<file path="src/rtl/serial_word_deserializer.sv">
// Receive side of a serial shift path: assembles WIDTH-bit words from a qualified
// bit stream, with per-word bit order, a valid/ready output register and error flags.
`timescale 1ns/1ps
module serial_word_deserializer #(
  parameter int WIDTH = 8,
  parameter int CNT_W = 6
) (
  input  logic             clk,
  input  logic             reset,
  input  logic             serial_in,
  input  logic             bit_valid,
  input  logic             frame_start,
  input  logic             msb_first,
  output logic [WIDTH-1:0] parallel_out,
  output logic             out_valid,
  input  logic             out_ready,
  output logic             busy,
  output logic             frame_err,
  output logic             overrun
);

  typedef enum logic {IDLE, SHIFT} state_t;

  state_t           state_reg;
  logic [WIDTH-1:0] sreg_reg;
  logic [WIDTH-1:0] sreg_next;
  logic [CNT_W-1:0] count_reg;
  logic             order_reg;
  logic             order_next;
  logic             start;
  logic             advance;
  logic             complete;

  // A frame_start always wins, so a start on the last bit restarts rather than completes.
  assign start      = bit_valid & frame_start;
  assign advance    = bit_valid & ~frame_start & (state_reg == SHIFT);
  assign complete   = advance & (count_reg == CNT_W'(WIDTH - 1));
  assign order_next = start ? msb_first : order_reg;
  assign busy       = (state_reg == SHIFT);

  always_comb begin
    sreg_next = sreg_reg;
    if (order_next) begin
      sreg_next = {sreg_reg[WIDTH-2:0], serial_in};
    end else begin
      sreg_next = {serial_in, sreg_reg[WIDTH-1:1]};
    end
  end

  always_ff @(posedge clk or posedge reset) begin
    if (reset) begin
      state_reg    <= IDLE;
      sreg_reg     <= '0;
      count_reg    <= '0;
      order_reg    <= 1'b0;
      parallel_out <= '0;
      out_valid    <= 1'b0;
      frame_err    <= 1'b0;
      overrun      <= 1'b0;
    end else begin
      frame_err <= 1'b0;
      if (start) begin
        frame_err <= (state_reg == SHIFT);
        order_reg <= msb_first;
        sreg_reg  <= sreg_next;
        count_reg <= CNT_W'(1);
        state_reg <= SHIFT;
      end else if (advance) begin
        sreg_reg <= sreg_next;
        if (complete) begin
          count_reg <= '0;
          state_reg <= IDLE;
        end else begin
          count_reg <= count_reg + CNT_W'(1);
        end
      end

      // An accept on the completion edge frees the register for the new word.
      if (complete) begin
        if (!out_valid || out_ready) begin
          parallel_out <= sreg_next;
          out_valid    <= 1'b1;
        end else begin
          overrun <= 1'b1;
        end
      end else if (out_valid && out_ready) begin
        out_valid <= 1'b0;
      end
    end
  end

endmodule
</file>
<file path="config.mk">
export PLATFORM = sky130hd
export DESIGN_NAME = serial_word_deserializer
export DESIGN_NICKNAME = d
export VERILOG_FILES = /design/src/rtl/serial_word_deserializer.sv
export SDC_FILE = /design/constraint.sdc
export NUM_CORES = 1
export LEC_CHECK = 0
export BUFFER_PORTS_ARGS = -buffer_cell sky130_fd_sc_hd__buf_2
export CAP_MARGIN = 20
export CORE_MARGIN = 8
export CORE_UTILIZATION = 55
export CTS_CLUSTER_DIAMETER = 40
export DETAILED_ROUTE_END_ITERATION = 6
export GPL_TIMING_DRIVEN = 0
export HOLD_SLACK_MARGIN = 0.12
export PLACE_DENSITY = 0.77
export REMOVE_ABC_BUFFERS = 1
export SYNTH_ARGS = -nofsm -noshare
export SYNTH_HDL_FRONTEND = slang
export SYNTH_SLANG_ARGS = --single-unit
</file>
<file path="constraint.sdc">
create_clock -name clk -period 1.78 [get_ports clk]
set_input_delay 0.356 -clock clk [delete_from_list [all_inputs] [get_ports clk]]
set_output_delay 0.356 -clock clk [all_outputs]
set_load 0.05 [all_outputs]
</file>
==> results.cfg, run 1 <==
[cts]
ctsHtreeMaxLevel = 1
cts_inserted_buffers = 3
clockBufferDepth = 2
cts_tree = built
path_clk_slew_ns = 0.15
cts.sinks = 27
insertion_delay_ns = 0.32
cts-root-buf = clkbuf_4

[timing]
finalCritPeriodShare = 0.924
max_freq_ghz = 0.608
drv_slew = 0
setup_violations = 0
period_needed_ns = 1.64
hold_ws_ns = 0.331
hold_viol = 0
setup_tns_ns = 0
rsz0062_at_grt = false
slew_headroom = 0.497
tightest_slew_ns = 0.747
skew_ns = 0.00482

[drt]
wl_met2_microns = 1390
met3WireLength_microns = 127
ant_nets = 0
dr.max_layer_used = met4
dr.pass1.iters = 5
drtIter0Drc = 62
wl_microns = 2900
wl_per_cell_microns = 17.0
vias_per_cell = 6.45
met1_length_microns = 1360
drc = 0
vias = 1103

[yosys]
synth_area_sq_um = 1280
avgSynthCellArea_sq_um = 10.1
synth_top_area_frac = 0.529
synth_area_leaders = dfrtp_1 (53%), a31oi_1 (12%), nand3_1 (4.7%)
synth_compound_area_frac = 0.255
synth_warnings = 0
synth-simple-area-share = 0.151
syn_inst = 127
synth_xor_area_frac = 0
yosysMostFrequentCell = dfrtp_1
synth.distinct_cells = 32
synth_edf_count = 0
synth_top_family_by_area = compound AO/OA/AOI/OAI gates
synth-main-ff-cell = dfrtp_1
synth_fa_ha_area_frac = 0.00979
synth-seq-cells = 27
async_reset_ff_frac = 1.00
ys_seq_area_frac = 0.529
synthMuxAreaShare = 0.00881
synth.largest_area_cell = dfrtp_1
synth_commonest_cells = dfrtp_1 (27), a31oi_1 (24), nand3_1 (12)

[placed_design]
place_congestion = 0.897
placed_cell_area_sq_um = 1350
place_hpwl_microns = 1960
io_buffers = 18

[cells_and_area]
layout.nets = 152
fill_cells = 190
antenna_cells = 0
fin_util = 0.654
final_area_sq_um = 1450
drive_gt1_frac = 0.217
area_growth_pct = 13.3

[setup_path]
cp_slowest_cell = dfrtp_1
arrival_ns = 1.85
critPathRequiredTime_ns = 1.99
crit_type = register to register
cp_max_fo = 11
worst_setup_path_start_kind = register
crit_chain = o21ai_2 > or4_1 > a222oi_1
end_kind = register
slowest_delay_ns = 0.56

[min_path]
hold_class = input port to register

[global_routing]
grt_use_total = 0.143
grt_overflow = 0
grt_antenna_before_repair = 0
grt_pass1_wl_microns = 4870
grt_pass1_vias = 1063
grt_start_max_net_pins = 28

[floorplan]
io_pins = 19
die_h_microns = 64.2
die_x_microns = 64.2
start_util = 0.577
num_rows = 17
dieArea_sq_um = 4120
design.core.area_sq_um = 2210

[job]
max-cap-violations = 0

[outcome]
status = completed

[power_and_ir_drop]
ir_worst_vdd_v = 0.000723
total_power_mw = 1.88
leakage_nw = 0.675
p_per_area_nw_per_um2 = 1300
-- worst max-delay path, delay by kind of cell, from the launching register on --
| family | cells | cell delay (ns) |
|---|---|---|
| flip-flops | 1 | 0.56 |
| AND/OR/NAND/NOR | 1 | 0.52 |
| AO/OA/AOI/OAI | 2 | 0.45 |
-- path summary, 6_finish.rpt --
check,startpoint,end,slack [ns],depth (start not counted)
max in group asynchronous,reset,sreg_reg[5],0.90,4
worst max register to register,busy,count_reg[5],0.14,3
worst max-delay path,busy,count_reg[5],0.14,3
worst min-delay path,serial_in,parallel_out[7],0.33,3
min in group asynchronous,reset,out_valid,0.48,3
worst min register to register,overrun,overrun,0.50,1
-- power by group --
part | switching (mW) | internal, mW | leakage [nW]
Combinational | 0.539 | 0.221 | 0.322
Sequential | 0.0922 | 0.757 | 0.338
Clock | 0.180 | 0.0877 | 0.0150
Total | 0.811 | 1.07 | 0.675
-- per-stage QoR --
step	worst slack, ns	instances
floorplan	0.0224	116
global route	0.0209	171
detailed placement	-0.391	162
CTS	0.0784	169
finish	0.135	171
global placement	-0.362	162
-- cell families after synthesis --
family / after synthesis
compound gates: 49
fa+ha+maj: 1
buf+inv: 13
simple gates: 36
mux: 1
flops: 27
-- what timing repair did --
action / CTS / global route
setup buffers: 3 / 0
pin swaps: 1 / 0
hold buffers: 0 / 1
resized for setup: 2 / 1
endpoints found under the hold margin: 0 / 4
endpoints found under the setup margin: 14 / 8
-- routing by layer --
metal | vias up | global-route usage
met3 | 4 | 0.0261
met5 | - | 0
li1 | 517 | -
met4 | 0 | 0.0518
met2 | 39 | 0.245
met1 | 543 | 0.175
-- cell usage in the layout (no fill, tap or decap), types with 2 or more instances in the layout --
master / n
dfrtp_1: 27
a31oi_1: 24
buf_2: 18
nand3_1: 12
o21ai_0: 10
nor2_1: 8
nand2_1: 6
clkbuf_4: 3
buf_4: 3
a222oi_1: 2
a22o_1: 2
o21a_1: 2
and3_1: 2
inv_1: 2
-- area by class of cell --
class	count	area (sq um)	area share
clock buffer	4	26.3	0.0182
multi-input combinational	87	553	0.382
tap	28	35.0	0.0242
sequential	27	676	0.467
timing repair buffer	23	150	0.104
inverter	2	7.51	0.00519
Power figures use the tool's default switching activity.
==> run 2, diff against run 1 <==
--- a/config.mk
+++ b/config.mk
@@ -8,12 +8,12 @@
 export BUFFER_PORTS_ARGS = -buffer_cell sky130_fd_sc_hd__buf_2
 export CAP_MARGIN = 20
 export CORE_MARGIN = 8
-export CORE_UTILIZATION = 55
+export CORE_UTILIZATION = 59
 export CTS_CLUSTER_DIAMETER = 40
 export DETAILED_ROUTE_END_ITERATION = 6
 export GPL_TIMING_DRIVEN = 0
 export HOLD_SLACK_MARGIN = 0.12
-export PLACE_DENSITY = 0.77
+export PLACE_DENSITY = 0.82
 export REMOVE_ABC_BUFFERS = 1
 export SYNTH_ARGS = -nofsm -noshare
 export SYNTH_HDL_FRONTEND = slang
==> constraint.sdc (replaced) <==
create_clock -name clk -period 2.1 [get_ports clk]
set_input_delay 0 -clock clk [delete_from_list [all_inputs] [get_ports clk]]
set_output_delay 0 -clock clk [all_outputs]
set_load 0.05 [all_outputs]
==> run 2 against run 1 <==
  * Combinational power down 17%
  * Critical path depth grew 1
  * Clock power decreased by 13%
  * Critical path type unchanged
==> results.cfg, run 2 (synthesis results as in run 1) <==
[global_routing]
grt_overflow = 0
use_met1 = 0.163
grt_pass1_vias = 1036
grt_util_met2 = 0.226
grt_pass1_wl_microns = 4510
grt_antenna_before_repair = 0
met3_usage = 0.0287
grt.busiest_layer = met2
grt_use_total = 0.140
grt_start_max_net_pins = 28

[placed_design]
place_hpwl_microns = 1880
placed_cell_area_sq_um = 1360
place_inst = 163
io_buffers = 18
place_congestion = 0.777

[cells_and_area]
layout_common_cells = dfrtp_1 (27), a31oi_1 (24), buf_2 (18)
mostFrequentLayoutCell = dfrtp_1
final_area_sq_um = 1470
fill_cells = 171
area_growth_pct = 14.7
drive_gt1_frac = 0.193
layout.nets = 154
antenna_cells = 0
finalNonFillerCells = 173

[setup_path]
critPathRequiredTime_ns = 2.31
crit_chain = ha_1 > and4b_1 > and3_1 > a31oi_1
cp_slowest_cell = and4b_1
crit-reg2reg-capture = parallel_out[5]
end_kind = register
r2r-start = count_reg[0]
reg2regPathDepth = 4
crit_type = register to register
arrival_ns = 2.09
cp_max_fo = 13
slowest_delay_ns = 0.52
rrSetupSlack_ns = 0.22
worst_setup_path_start_kind = register

[min_path]
min_to = order_reg
hold_depth = 3
min_from = msb_first
hold_class = input port to register

[floorplan]
dieArea_sq_um = 3910
io_pins = 19
num_rows = 17
start_util = 0.601
die_h_microns = 62.5
design.core.area_sq_um = 2130
die_x_microns = 62.5

[cts]
path_clk_slew_ns = 0.16
post_cts_resized = 0
clockBufferDepth = 2
cts_tree = built
cts-root-buf = clkbuf_4
cts.sinks = 27
insertion_delay_ns = 0.34
ctsHtreeMaxLevel = 1
cts_inserted_buffers = 3
post-cts-setup-buffers = 0

[timing]
period_needed_ns = 1.88
finalCritPeriodShare = 0.898
max_freq_ghz = 0.531
skew_ns = 0.0150
hold_viol = 0
slew_headroom = 0.431
tightest_slew_ns = 0.845
setup_violations = 0
drv_slew = 0
rsz0062_at_grt = false

[drt]
wl_microns = 2850
drtIter0Drc = 82
vias = 1095
wl_per_cell_microns = 16.5
drc = 0
vias_per_cell = 6.33
dr.pass1.iters = 4
ant_nets = 0

[power_and_ir_drop]
p_per_area_nw_per_um2 = 1080
ir_worst_vdd_v = 0.000769
leakage_nw = 0.681

[job]
max-cap-violations = 0

[outcome]
status = completed
run 2: final cells by class:
| cell class | count | area, sq um | share of cell area |
|---|---|---|---|
| clock buffer | 3 | 22.5 | 0.0154 |
| clock inverter | 1 | 7.51 | 0.00512 |
| inverter | 2 | 7.51 | 0.00512 |
| multi-input combinational | 87 | 542 | 0.370 |
| sequential | 27 | 676 | 0.461 |
| tap | 28 | 35.0 | 0.0239 |
| timing repair buffer | 25 | 175 | 0.120 |
run 2: power by group:
part | internal, mW | switching [mW]
sequential | 0.642 | 0.0786
clock | 0.0730 | 0.159
combinational | 0.184 | 0.448
run 2: worst max-delay path by stage:
stage,startpoint,to,slack [ns],depth (start not counted)
global route,count_reg[0],parallel_out[5],0.1,4
global placement,count_reg[3],parallel_out[5],-0.13,3
CTS,count_reg[0],parallel_out[5],0.21,4
detailed placement,count_reg[0],parallel_out[5],0.24,4
floorplan,busy,parallel_out[0],0.34,3
finish,count_reg[0],parallel_out[5],0.22,4
run 2: per-stage QoR:
| stage | setup TNS, ns | util | total power, mW | hold WS [ns] | setup WS [ns] |
|---|---|---|---|---|---|
| after floorplan | 0 | - | 1.18 | 0.0527 | 0.342 |
| after global placement | -1.04 | 0.635 | 1.32 | 0.274 | -0.134 |
| after detailed placement | 0 | 0.638 | 1.34 | 0.298 | 0.237 |
| after CTS | 0 | 0.676 | 1.59 | 0.141 | 0.207 |
| after global routing | 0 | 0.689 | 1.66 | 0.155 | 0.0958 |
| final | 0 | 0.689 | 1.58 | 0.140 | 0.215 |
run 2: repair_timing:
action,CTS,global route
hold buffers,5,0
endpoints found under the setup margin,0,0
endpoints found under the hold margin,38,0
run 2: critical path, delay by kind of cell (launching register included):
family / cells / cell delay [ns]
compound gates: 1 / 0.14
fa+ha+maj: 1 / 0.25
flops: 1 / 0.42
simple gates: 2 / 0.96
run 2: routing by layer:
| layer | routed length (microns) | vias up | share of wire |
|---|---|---|---|
| met3 | 134 | 4 | 0.047 |
| met2 | 1440 | 37 | 0.50 |
| met1 | 1220 | 532 | 0.43 |
| met5 | 0 | - | 0 |
| met4 | 55 | 0 | 0.019 |
| li1 | - | 522 | - |
==> run 3, diff against run 2 <==
--- a/config.mk
+++ b/config.mk
@@ -8,12 +8,11 @@
 export BUFFER_PORTS_ARGS = -buffer_cell sky130_fd_sc_hd__buf_2
 export CAP_MARGIN = 20
 export CORE_MARGIN = 8
-export CORE_UTILIZATION = 59
+export CORE_UTILIZATION = 35
 export CTS_CLUSTER_DIAMETER = 40
 export DETAILED_ROUTE_END_ITERATION = 6
 export GPL_TIMING_DRIVEN = 0
 export HOLD_SLACK_MARGIN = 0.12
-export PLACE_DENSITY = 0.82
 export REMOVE_ABC_BUFFERS = 1
 export SYNTH_ARGS = -nofsm -noshare
 export SYNTH_HDL_FRONTEND = slang
==> run 3 against run 2 <==
  * Critical endpoint is now parallel_out[6]
  * Clock-buffer cell count stayed put
  * Routed wire length is 3.5% higher
  * Largest power group unchanged
  * Power is 0.46% higher
==> results.cfg, run 3 (synthesis results as in run 1) <==
[cells_and_area]
layout_common_cells = dfrtp_1 (27), a31oi_1 (24), buf_2 (18)
antenna_cells = 0
drive_gt1_frac = 0.188
fin_util = 0.417
mostFrequentLayoutCell = dfrtp_1
layout.nets = 153
finalNonFillerCells = 192
area_growth_pct = 16.7
final_area_sq_um = 1490

[job]
max-cap-violations = 0

[setup_path]
cp_slowest_cell = nor4b_4
end_kind = register
crit_type = register to register
arrival_ns = 2.10
reg2regPathDepth = 3
cp_max_fo = 14
slowest_delay_ns = 0.74
crit_chain = nor4b_4 > and3_1 > a31oi_1
startpoint = count_reg[3]
worst_setup_path_start_kind = register
critPathRequiredTime_ns = 2.32
r2r-start = count_reg[3]

[cts]
clockBufferDepth = 2
insertion_delay_ns = 0.33
path_clk_slew_ns = 0.15
cts.sinks = 27
cts_tree = built
cts-root-buf = clkbuf_4
post-cts-setup-buffers = 0
ctsHtreeMaxLevel = 1
cts_inserted_buffers = 3

[outcome]
status = completed

[floorplan]
start_util = 0.357
die_x_microns = 76.4
num_rows = 22
design.core.area_sq_um = 3580
die_h_microns = 76.4
io_pins = 19
dieArea_sq_um = 5840

[placed_design]
place_congestion = 0.807
place_inst = 182
placed_cell_area_sq_um = 1380
io_buffers = 18
place_hpwl_microns = 2060

[drt]
vias = 1086
drc = 0
ant_nets = 0
wl_per_cell_microns = 15.4
vias_per_cell = 5.66
wl_microns = 2950
drtIter0Drc = 58
dr.pass1.iters = 4

[min_path]
hold_class = input port to register
min_from = msb_first
hold_depth = 3

[global_routing]
grt_antenna_before_repair = 0
grt_start_max_net_pins = 28
grt_use_total = 0.103
grt_overflow = 0
grt_pass1_wl_microns = 5170
grt_pass1_vias = 1065

[timing]
finalCritPeriodShare = 0.899
setup_violations = 0
period_needed_ns = 1.89
max_freq_ghz = 0.530
hold_viol = 0
setup_tns_ns = 0
skew_ns = 0.00625
rsz0062_at_grt = false
drv_slew = 0
tightest_slew_ns = 0.764
slew_headroom = 0.488

[power_and_ir_drop]
ir_worst_vdd_v = 0.000371
total_power_mw = 1.59
leakage_nw = 0.677
p_per_area_nw_per_um2 = 1070
==> run 3: changes by cell type in the layout (fill, tap and decap cells not counted), sizes merged <==
cell  delta
buf      -1
==> run 3: layout make-up <==
cell class,instances,area [sq um]
Clock buffer,3,22.5
Clock inverter,1,7.51
Fill cell,373,2090
Inverter,2,7.51
Multi-Input combinational cell,87,551
Sequential cell,27,676
Tap cell,48,60.1
Timing Repair Buffer,24,168
==> run 3: power by group <==
group          internal (mW)  switching, mW  leakage [nW]
combinational          0.183          0.451         0.325
clock                 0.0729          0.159        0.0139
sequential             0.642         0.0835         0.338
total                  0.898          0.694         0.677
==> run 3: worst max-delay path: cells and delay by family (launching register included) <==
kind             cells  cell delay [ns]
AO/OA/AOI/OAI        1             0.13
AND/OR/NAND/NOR      2             1.18
flip-flops           1             0.47
==> run 3: worst paths after layout <==
path                                   end  slack [ns]
max in group asynchronous             busy        1.46
setup / recovery           parallel_out[6]        0.21
hold / removal                   order_reg        0.15
hold reg to reg                    overrun        0.50
setup reg to reg           parallel_out[6]        0.21
min in group asynchronous  parallel_out[3]        0.19
==> run 3: stage by stage <==
step | hold slack [ns] | setup WS (ns)
floorplan | 0.0527 | 0.342
global placement | 0.287 | -0.0699
detailed placement | 0.305 | -0.0856
CTS | 0.153 | 0.241
global route | 0.188 | 0.0762
finish | 0.153 | 0.212
==> run 3: what timing repair did <==
item,CTS,global route
hold buffers,5,0
hold endpoints to repair,36,0
setup endpoints to repair,8,0
gates resized for setup,1,0
==> run 3: per-layer routing <==
metal	wire length, microns	vias to the layer above	part of all wire	track usage
met5	0	-	0	0
met1	1410	534	0.48	0.135
met4	23	0	0.0078	0.0288
met3	105	4	0.036	0.0200
met2	1410	24	0.48	0.166
li1	-	524	-	-
